`src/rtl/uart_tx_fifo.sv`:
```
// UART transmitter with programmable baud prescaler, optional parity, 1/2 stop bits and an input FIFO.
// Back-to-back frames are sent with no idle gap; o_uart and o_busy_flag are registered.
module uart_tx_fifo #(
    parameter int DATA_WIDTH     = 8,
    parameter int PRESCALE_WIDTH = 16,
    parameter int FIFO_DEPTH     = 4
) (
    input  logic                          i_clk,
    input  logic                          i_rst,
    input  logic [DATA_WIDTH-1:0]         i_data,
    input  logic                          i_data_valid,
    output logic                          o_ready,
    input  logic                          i_parity_enable,
    input  logic                          i_parity_type,
    input  logic                          i_stop_bits,
    input  logic [PRESCALE_WIDTH-1:0]     i_prescale,
    output logic                          o_uart,
    output logic                          o_busy_flag,
    output logic [$clog2(FIFO_DEPTH):0]   o_fifo_count
);
    localparam int AW = $clog2(FIFO_DEPTH);
    localparam int CW = AW + 1;
    localparam int BW = $clog2(DATA_WIDTH);

    localparam logic [2:0] IDLE   = 3'd0;
    localparam logic [2:0] START  = 3'd1;
    localparam logic [2:0] DATA   = 3'd2;
    localparam logic [2:0] PARITY = 3'd3;
    localparam logic [2:0] STOP   = 3'd4;

    localparam logic [CW-1:0]             FULL_CNT = CW'(FIFO_DEPTH);
    localparam logic [CW-1:0]             CNT_ONE  = CW'(1);
    localparam logic [AW-1:0]             PTR_ONE  = AW'(1);
    localparam logic [BW-1:0]             BIT_ONE  = BW'(1);
    localparam logic [BW-1:0]             LAST_BIT = BW'(DATA_WIDTH - 1);
    localparam logic [PRESCALE_WIDTH-1:0] PS_ONE   = PRESCALE_WIDTH'(1);
    localparam logic [PRESCALE_WIDTH-1:0] PS_ZERO  = '0;

    logic [DATA_WIDTH-1:0]     r_mem [FIFO_DEPTH];
    logic [AW-1:0]             r_wr_ptr;
    logic [AW-1:0]             r_rd_ptr;
    logic [CW-1:0]             r_count;

    logic [2:0]                r_state;
    logic [PRESCALE_WIDTH-1:0] r_cnt;
    logic [PRESCALE_WIDTH-1:0] r_prescale;
    logic [BW-1:0]             r_bit;
    logic [DATA_WIDTH-1:0]     r_shift;
    logic                      r_parity;
    logic                      r_par_en;
    logic                      r_stop2;
    logic                      r_stop_second;
    logic                      r_uart;
    logic                      r_busy;

    logic                      w_push;
    logic                      w_pop;
    logic                      w_bit_end;
    logic                      w_last_stop;
    logic [DATA_WIDTH-1:0]     w_head;

    assign o_ready      = (r_count != FULL_CNT);
    assign o_fifo_count = r_count;
    assign o_uart       = r_uart;
    assign o_busy_flag  = r_busy;

    assign w_head      = r_mem[r_rd_ptr];
    assign w_push      = i_data_valid & o_ready;
    assign w_bit_end   = (r_cnt == (r_prescale - PS_ONE));
    assign w_last_stop = ~r_stop2 | r_stop_second;
    // A pop happens either from IDLE or on the very last clock of STOP (back-to-back frames).
    assign w_pop = (r_count != '0) &&
                   ((r_state == IDLE) || ((r_state == STOP) && w_bit_end && w_last_stop));

    always_ff @(posedge i_clk) begin
        if (w_push) begin
            r_mem[r_wr_ptr] <= i_data;
        end
    end

    always_ff @(posedge i_clk or posedge i_rst) begin
        if (i_rst) begin
            r_wr_ptr <= '0;
            r_rd_ptr <= '0;
            r_count  <= '0;
        end else begin
            if (w_push) begin
                r_wr_ptr <= r_wr_ptr + PTR_ONE;
            end
            if (w_pop) begin
                r_rd_ptr <= r_rd_ptr + PTR_ONE;
            end
            if (w_push && !w_pop) begin
                r_count <= r_count + CNT_ONE;
            end else if (!w_push && w_pop) begin
                r_count <= r_count - CNT_ONE;
            end
        end
    end

    always_ff @(posedge i_clk or posedge i_rst) begin
        if (i_rst) begin
            r_state       <= IDLE;
            r_cnt         <= '0;
            r_prescale    <= PS_ONE;
            r_bit         <= '0;
            r_shift       <= '0;
            r_parity      <= 1'b0;
            r_par_en      <= 1'b0;
            r_stop2       <= 1'b0;
            r_stop_second <= 1'b0;
            r_uart        <= 1'b1;
            r_busy        <= 1'b0;
        end else begin
            if (r_state == IDLE) begin
                r_cnt <= '0;
            end else begin
                r_cnt <= w_bit_end ? '0 : r_cnt + PS_ONE;
            end

            case (r_state)
                IDLE: begin
                    r_uart <= 1'b1;
                    r_busy <= 1'b0;
                    if (w_pop) begin
                        r_state <= START;
                        r_uart  <= 1'b0;
                        r_busy  <= 1'b1;
                    end
                end
                START: begin
                    if (w_bit_end) begin
                        r_state <= DATA;
                        r_bit   <= '0;
                        r_uart  <= r_shift[0];
                    end
                end
                DATA: begin
                    if (w_bit_end) begin
                        if (r_bit == LAST_BIT) begin
                            r_stop_second <= 1'b0;
                            if (r_par_en) begin
                                r_state <= PARITY;
                                r_uart  <= r_parity;
                            end else begin
                                r_state <= STOP;
                                r_uart  <= 1'b1;
                            end
                        end else begin
                            r_bit   <= r_bit + BIT_ONE;
                            r_shift <= r_shift >> 1;
                            r_uart  <= r_shift[1];
                        end
                    end
                end
                PARITY: begin
                    if (w_bit_end) begin
                        r_state <= STOP;
                        r_uart  <= 1'b1;
                    end
                end
                STOP: begin
                    if (w_bit_end) begin
                        if (!w_last_stop) begin
                            r_stop_second <= 1'b1;
                        end else if (w_pop) begin
                            r_state <= START;
                            r_uart  <= 1'b0;
                        end else begin
                            r_state <= IDLE;
                            r_uart  <= 1'b1;
                            r_busy  <= 1'b0;
                        end
                    end
                end
                default: begin
                    r_state <= IDLE;
                    r_uart  <= 1'b1;
                    r_busy  <= 1'b0;
                end
            endcase

            // Word and frame configuration are captured together so mid-frame input changes only affect the next frame.
            if (w_pop) begin
                r_shift       <= w_head;
                r_parity      <= (^w_head) ^ i_parity_type;
                r_prescale    <= (i_prescale == PS_ZERO) ? PS_ONE : i_prescale;
                r_par_en      <= i_parity_enable;
                r_stop2       <= i_stop_bits;
                r_stop_second <= 1'b0;
            end
        end
    end
endmodule

```
`config.mk`:
```
export PLATFORM = sky130hd
export DESIGN_NAME = uart_tx_fifo
export DESIGN_NICKNAME = d
export VERILOG_FILES = /design/src/rtl/uart_tx_fifo.sv
export SDC_FILE = /design/constraint.sdc
export NUM_CORES = 1
export LEC_CHECK = 0
export ABC_AREA = 1
export CORE_MARGIN = 4
export CORE_UTILIZATION = 41
export CTS_BUF_LIST = sky130_fd_sc_hd__clkbuf_2
export DETAILED_ROUTE_END_ITERATION = 7
export GPL_ROUTABILITY_DRIVEN = 0
export PLACE_DENSITY = 0.67
export SLEW_MARGIN = 40
export SYNTH_ARGS = -nofsm -noshare
export SYNTH_HDL_FRONTEND = slang
export SYNTH_SLANG_ARGS = --single-unit
```
`constraint.sdc`:
```
create_clock -name i_clk -period 3.95 [get_ports i_clk]
set_input_delay 1.185 -clock i_clk [delete_from_list [all_inputs] [get_ports i_clk]]
set_output_delay 1.185 -clock i_clk [all_outputs]
set_load 0.01 [all_outputs]
```
==> impl_metrics.tcl, run 1 <==
set metrics [dict create \
    outcome "complete, no violations" \
    power.clock.fraction_pct 10.4 \
    cp_slowest_cell "dfstp_2" \
    die_area_mm2 0.0147 \
    sum_of_internal_switching_and_leakage_power_uw 4190 \
    max_freq_mhz 314 \
    post-route-min-period_ns 3.19 \
    timing.critical_path.arrival_ns 3.71 \
    cts_buffer_depth 2 \
    cp-start-kind "register" \
    ir_drop_mv 0.364 \
    firstDrtPassIters 5 \
    clk_latency_ns 0.62 \
    cts_num_sinks 91 \
    nFillCells 1245 \
    grt_max_degree 49 \
    worst_setup_path_end_kind "register" \
    worst-r2r-cell-count 18 \
    met2_usage_pct 27.5 \
    worst_r2r_startpoint "r_prescale[0]$_DFFE_PP1N_" \
    synthDominantCellAreaShare_pct 27.2 \
    synthesis.instances 681 \
    timing.final.setup_violations 0 \
    post_drt_via_cell_ratio 4.97 \
    seq_power_share_pct 36.7 \
    crit_path_cell_trace "inv_2, ha_1, inv_1, nand2_1, nand2_1, nor2_1, nand2_1, nor2_1, nand2_1, nor2_1, nand3_2, o21bai_4, nand2_4, ha_1, inv_1, fa_1, nor2_1, a21oi_1" \
    layout-drive-gt1-share_pct 5.55 \
    fin_worst_hold_slack_ns 0.495 \
    area_growth_pct 11.6 \
    post_drt_wl_per_cell_um 13.0 \
    cp.required_ns 4.47 \
    comb_power_share_pct 52.8 \
    ctsRootBufferMaster "clkbuf_2" \
    largest_stage_delay_on_the_critical_path_ns 0.61 \
    grt.busiest_layer "met2" \
    worst_hold_path_type "reg -> reg" \
    hold_path.startpoint "o_uart$_DFFE_PP1P_" \
    vert_die_dim_um 121 \
    crit_fanout 35 \
    report.final.slew_viol_count 0 \
    finish.cell_count_without_fillers 893 \
    grtUsageMet1_pct 21.7 \
    maxSlewHeadroom_pct 46.5 \
    die_w_um 121 \
    drtIter0Drc 399 \
    cts.clk_slew.worst_paths_ns 0.26 \
    timing.final.crit_share_pct 80.7 \
    fin_worst_skew_ns 0.0523 \
    std_cell_rows 41 \
    grt_setup_unrepaired "false" \
    first_global_vias 4282 \
    initial_core_util_pct 41.7 \
    grt_antenna_before_repair 0 \
    switching_power_uw 2030 \
    synth.yosys.seq_area_share_pct 46.6 \
    setup_ws_final_ns 0.762 \
    cts_buffers 9 \
    cts_resized 0 \
    cts_hold_buffers 0 \
    max_slew.worst_pin.slew_ns 0.799 \
    mappedNetlistNets 721 \
    synth-main-ff-cell "dfrtp_1" \
    antenna_cells_inserted 0 \
    cellLeakagePower_uw 0.00271 \
    timing.setup.critical_path_class "reg -> reg" \
    yosys_warnings 0 \
    synth_top_area_cell "dfrtp_1" \
    grt_pass1_wl_um 19800 \
    numPlacedInstances 877 \
    critical_path.startpoint "r_prescale[0]$_DFFE_PP1N_" \
    cts.htree.levels 3 \
    place_hpwl_um 8670 \
    detailroute.via_count 4440 \
    portBuffers 35 \
    power.density_cell_area_mw_per_mm2 716 \
    m3_gr_usage_pct 3.40 \
    grt.overflow.total 0 \
    layout.nets 756 \
    post_cts.repair.setup_buffers 0 \
    syn-mean-instance-area_um2 7.69 \
    async_flop_share_pct 64.8 \
    core_area_mm2 0.0126 \
    whs_path_depth 2 \
    dpl_worst_slack_ns 0.751 \
    max-cap-violations 0 \
    netlist_area_mm2 0.00524 \
    detail-route-antenna-nets 0 \
    synth.ff_latch_count 91 \
    synth_area_leaders "dfrtp_1 (27%), edfxtp_1 (18%), nand2_1 (17%)" \
    number_of_flops_mapped_to_enable_cells_by_yosys 32 \
    swShare_pct 48.4 \
    design.portCount 36 \
    p_int_uw 2160 \
    clock_tree_from_tritoncts "yes" \
    drt-total-wl_um 11600 \
    timing.final.hold_violations 0 \
    fin_tns_setup_ns 0 \
    drc 0 \
    gr-usage-all-layers_pct 17.1 \
    synth.distinct_cells 43 \
]
==> sequential cells by signal (all words and copies together) (netlist names) <==
signal and cells:
r_rd_ptr 2, r_shift 8, r_cnt 16, r_stop_second 1, o_busy_flag 1, r_mem 32
r_state 3, o_uart 1, r_wr_ptr 2, r_par_en 1, r_prescale 16, r_bit 3
r_stop2 1, o_fifo_count 3, r_parity 1
==> through the flow <==
stage | area, um^2 | utilization, %
3_5_place_dp | 5740 | 45.7
6_report | 5850 | 46.5
3_3_place_gp | 5740 | 45.7
5_1_grt | 5850 | 46.5
4_1_cts | 5840 | 46.5
2_1_floorplan | 5240 | -
==> cell families after synthesis <==
group                      Yosys count  synth area share, %
buffers and inverters               88                 7.02
adders and majority gates           10                 2.53
xor gates and xnor gates            26                 4.35
and+or+nand+nor                    406                 32.5
AOI/OAI and AO/OA                   60                 7.09
DFF                                 91                 46.6
==> cell type report <==
class / count / area [um^2] / share of cell area [%]
repair buffers: 38 / 373 / 6.38
well taps: 172 / 215 / 3.68
clock buffers: 10 / 50.0 / 0.856
flip-flops and latches: 91 / 2440 / 41.7
multi-input cells: 502 / 2430 / 41.7
clock inverters: 6 / 50.0 / 0.856
inverters: 74 / 283 / 4.84
==> power groups by stage <==
| stage | Clock [uW] | Combinational (uW) | Sequential (uW) |
|---|---|---|---|
| detailed placement | 0 | 2210 | 1560 |
| global placement | 0 | 2150 | 1550 |
| floorplan | 0 | 1770 | 1470 |
| global route | 494 | 2570 | 1580 |
| finish | 436 | 2210 | 1540 |
| CTS | 459 | 2220 | 1540 |
==> synth_stat cells, types with 6 or more instances <==
master / count
buf_2: 7
xor2_1: 14
nand4_1: 8
nand2_1: 231
nor3_1: 6
xnor2_1: 12
o21ai_0: 29
nand3_1: 46
dfrtp_1: 57
ha_1: 9
inv_1: 70
nor2_1: 89
a21oi_1: 9
edfxtp_1: 32
o211ai_1: 9
==> worst paths after layout <==
path	endpoint	slack, ns
max	o_fifo_count[1]$_DFFE_PP0P_	0.76
max in group asynchronous	r_prescale[10]$_DFFE_PP0N_	2.38
max reg2reg	o_fifo_count[1]$_DFFE_PP0P_	0.76
min	o_uart$_DFFE_PP1P_	0.50
min reg2reg	o_uart$_DFFE_PP1P_	0.50
min in group asynchronous	r_prescale[3]$_DFFE_PP0N_	0.95
==> worst max-delay path, delay by kind of cell (launching register included) <==
family / cells / cell delay, ns
and+or+nand+nor: 10 / 1.07
adders and majority gates: 3 / 1.01
DFF: 1 / 0.61
AOI/OAI and AO/OA: 2 / 0.24
buffers and inverters: 3 / 0.20
==> placed cells by master, fill, tap and decap left out, types with 3 or more instances in the layout <==
cell type | synthesis | routed
nor4_1 | 5 | 5
nand2_1 | 231 | 231
ha_1 | 9 | 9
buf_4 | 1 | 3
nor2_2 | 3 | 4
clkdlybuf4s50_1 | 0 | 35
inv_1 | 70 | 69
dfrtp_1 | 57 | 57
nand3b_1 | 5 | 5
nand3_1 | 46 | 46
nor2_1 | 89 | 88
xnor2_1 | 12 | 12
nand4_1 | 8 | 8
nor3_1 | 6 | 6
o211ai_1 | 9 | 9
xor2_1 | 14 | 14
and2_1 | 3 | 3
a21oi_1 | 9 | 9
clkbuf_2 | 0 | 10
nand2_2 | 3 | 3
o21ai_0 | 29 | 29
edfxtp_1 | 32 | 32
==> layer usage <==
layer	up-vias	share of wire [%]	wire length [um]
li1	2259	-	-
met1	2060	44	5150
met2	100	47	5520
met3	21	5.0	583
met4	0	3.3	380
met5	-	0	0
(Power assumes the default switching activity.)
==> run 2: changes to the inputs <==
==> constraint.sdc (replaced) <==
create_clock -name i_clk -period 3.12 [get_ports i_clk]
set_input_delay 0.936 -clock i_clk [delete_from_list [all_inputs] [get_ports i_clk]]
set_output_delay 0.936 -clock i_clk [all_outputs]
set_load 0.01 [all_outputs]
==> run 2 against run 1 <==
  * Clock-buffer cell count is 1 lower
  * Via count shrank 1.0%
  * Routed wire length down 0.51%
  * Core utilization increased by 0.73 points
  * Combinational power rose by 30%
  * Non-clock buffer count rose by 10
  * Global-route usage fell by 0.14 points
  * First-iteration DRC count shrank 25%
  * Total power rose by 29%
  * Sequential cell count is the same
  * Largest cell class unchanged
  * Highest routed layer unchanged
==> impl_metrics.tcl, run 2 (synthesized netlist as in run 1, its figures left out) <==
set metrics [dict create \
    fin_tns_setup_ns 0 \
    crit_fanout 4 \
    timing.setup.critical_path_class "reg -> reg" \
    layout.nets 766 \
    grt.overflow.total 0 \
    timing.final.crit_share_pct 91.3 \
    post-route-min-period_ns 2.85 \
    met2_usage_pct 29.1 \
    swShare_pct 47.9 \
    worst_setup_path_end_kind "register" \
    die_w_um 121 \
    first_global_vias 4295 \
    report.final.slew_viol_count 0 \
    layout-drive-gt1-share_pct 6.70 \
    grt_max_degree 39 \
    grt_antenna_before_repair 0 \
    portBuffers 35 \
    p_int_uw 2810 \
    worst_hold_path_type "reg -> reg" \
    switching_power_uw 2580 \
    max_slew.worst_pin.slew_ns 0.740 \
    cts.htree.levels 3 \
    cellLeakagePower_uw 0.00277 \
    reg2reg_setup_slack_ns 0.27 \
    timing.final.hold_violations 0 \
    comb_power_share_pct 53.5 \
    drtIter0Drc 299 \
    maxSlewHeadroom_pct 50.2 \
    nFillCells 1238 \
    cts_num_sinks 91 \
    timing.final.setup_violations 0 \
    power.density_cell_area_mw_per_mm2 908 \
    cts.clk_slew.worst_paths_ns 0.27 \
    most-common-layout-cells "nand2_1 (231), nor2_1 (88), inv_1 (69)" \
    clk_latency_ns 0.60 \
    std_cell_rows 41 \
    die_area_mm2 0.0147 \
    detailroute.via_count 4395 \
    drc 0 \
    outcome "complete, no violations" \
    antenna_cells_inserted 0 \
    firstDrtPassIters 5 \
    vert_die_dim_um 121 \
    cp-start-kind "register" \
    area_growth_pct 13.3 \
    grtUsageMet1_pct 20.3 \
    largest_reg_flops 32 \
    seq_power_share_pct 35.5 \
    max_freq_mhz 351 \
    design.portCount 36 \
    layout_top_registers "r_mem (32), r_cnt (16), r_prescale (16)" \
    post_drt_via_cell_ratio 4.87 \
    timing.critical_path.arrival_ns 3.37 \
    ir_drop_mv 0.409 \
    final_util_pct 47.2 \
    detail-route-antenna-nets 0 \
    gr-usage-all-layers_pct 16.9 \
    m3_gr_usage_pct 3.87 \
    initial_core_util_pct 41.7 \
    max-cap-violations 0 \
    cts_buffers 9 \
    grt_setup_unrepaired "false" \
    cts_buffer_depth 2 \
    clock_tree_from_tritoncts "yes" \
    core_area_mm2 0.0126 \
    ctsRootBufferMaster "clkbuf_2" \
    leading_cell_type_in_the_layout_fill_and_taps_excluded "nand2_1" \
    post_drt_wl_per_cell_um 12.8 \
    largest-register "r_mem" \
    drt-total-wl_um 11600 \
    cp.required_ns 3.64 \
    power.clock.fraction_pct 11.0 \
    grt.busiest_layer "met2" \
    grt_pass1_wl_um 19800 \
    fin_worst_skew_ns 0.0224 \
    place_hpwl_um 8690 \
]
run 2: cell types whose count changed in the layout (fill, tap and decap cells not counted), moves of 2 or more:
cell	change
inv_6	+2
clkinvlp_4	-2
buf_4	+9
inv_8	+2
clkinv_4	-2
run 2: area by class of cell:
| class | count | area [um^2] | area share (%) |
|---|---|---|---|
| timing repair buffer | 48 | 460 | 7.76 |
| clock buffer | 9 | 45.0 | 0.759 |
| inverter | 74 | 280 | 4.72 |
| tap | 172 | 215 | 3.62 |
| clock inverter | 7 | 61.3 | 1.03 |
| multi-input combinational | 502 | 2430 | 41.0 |
| sequential | 91 | 2440 | 41.1 |
run 2: power by group through the flow:
stage | clock, uW | combinational (uW) | sequential [uW]
after global routing | 671 | 3350 | 1970
after floorplan | 0 | 2240 | 1870
after CTS | 611 | 2880 | 1920
final | 591 | 2880 | 1920
after detailed placement | 0 | 2880 | 1940
after global placement | 0 | 2810 | 1930
run 2: worst max-delay path, cell delays in order, from the launching register on:
cell	delay [ns]
dfstp_2	0.62
inv_2	0.06
ha_1	0.29
inv_1	0.04
nand2_1	0.06
nand2_1	0.06
nor2_2	0.12
nand2_1	0.06
nor2_1	0.09
nand2_1	0.06
nor2_1	0.13
nand3_2	0.14
o21bai_4	0.19
nand2_4	0.06
ha_1	0.17
inv_1	0.09
fa_1	0.41
nor2_1	0.10
a21oi_1	0.05
run 2: path summary, 6_finish.rpt:
path,from,end,cells past startpoint
max,r_prescale[0]$_DFFE_PP1N_,o_fifo_count[1]$_DFFE_PP0P_,18
min in group asynchronous,i_rst,r_shift[4]$_DFFE_PP0P_,2
min,o_uart$_DFFE_PP1P_,o_uart$_DFFE_PP1P_,2
min reg2reg,o_uart$_DFFE_PP1P_,o_uart$_DFFE_PP1P_,2
max in group asynchronous,i_rst,r_prescale[0]$_DFFE_PP1N_,3
max reg2reg,r_prescale[0]$_DFFE_PP1N_,o_fifo_count[1]$_DFFE_PP0P_,18
run 2: what timing repair did:
item	4_1_cts	5_1_grt
resized for setup	0	1
hold buffers	0	0
hold endpoints to repair	0	0
buffers inserted	0	3
setup endpoints to repair	0	2
run 2: per-layer routing:
metal  up-vias  wire length, um
met5         -                0
met4         0              386
met3        24              455
met2        87             5510
met1      2014             5220
li1       2270                -
run 2: stage by stage:
step                      total power (uW)  worst slack [ns]  cells  cell area, um^2  hold WS (ns)
after floorplan                       4100             0.198    681             5240         0.440
after global placement                4740             0.313    884             5810         0.457
after detailed placement              4820             0.238    884             5810         0.463
after CTS                             5410             0.186    900             5910         0.497
after global routing                  5990            0.0162    903             5940         0.522
final                                 5390             0.271    903             5940         0.491
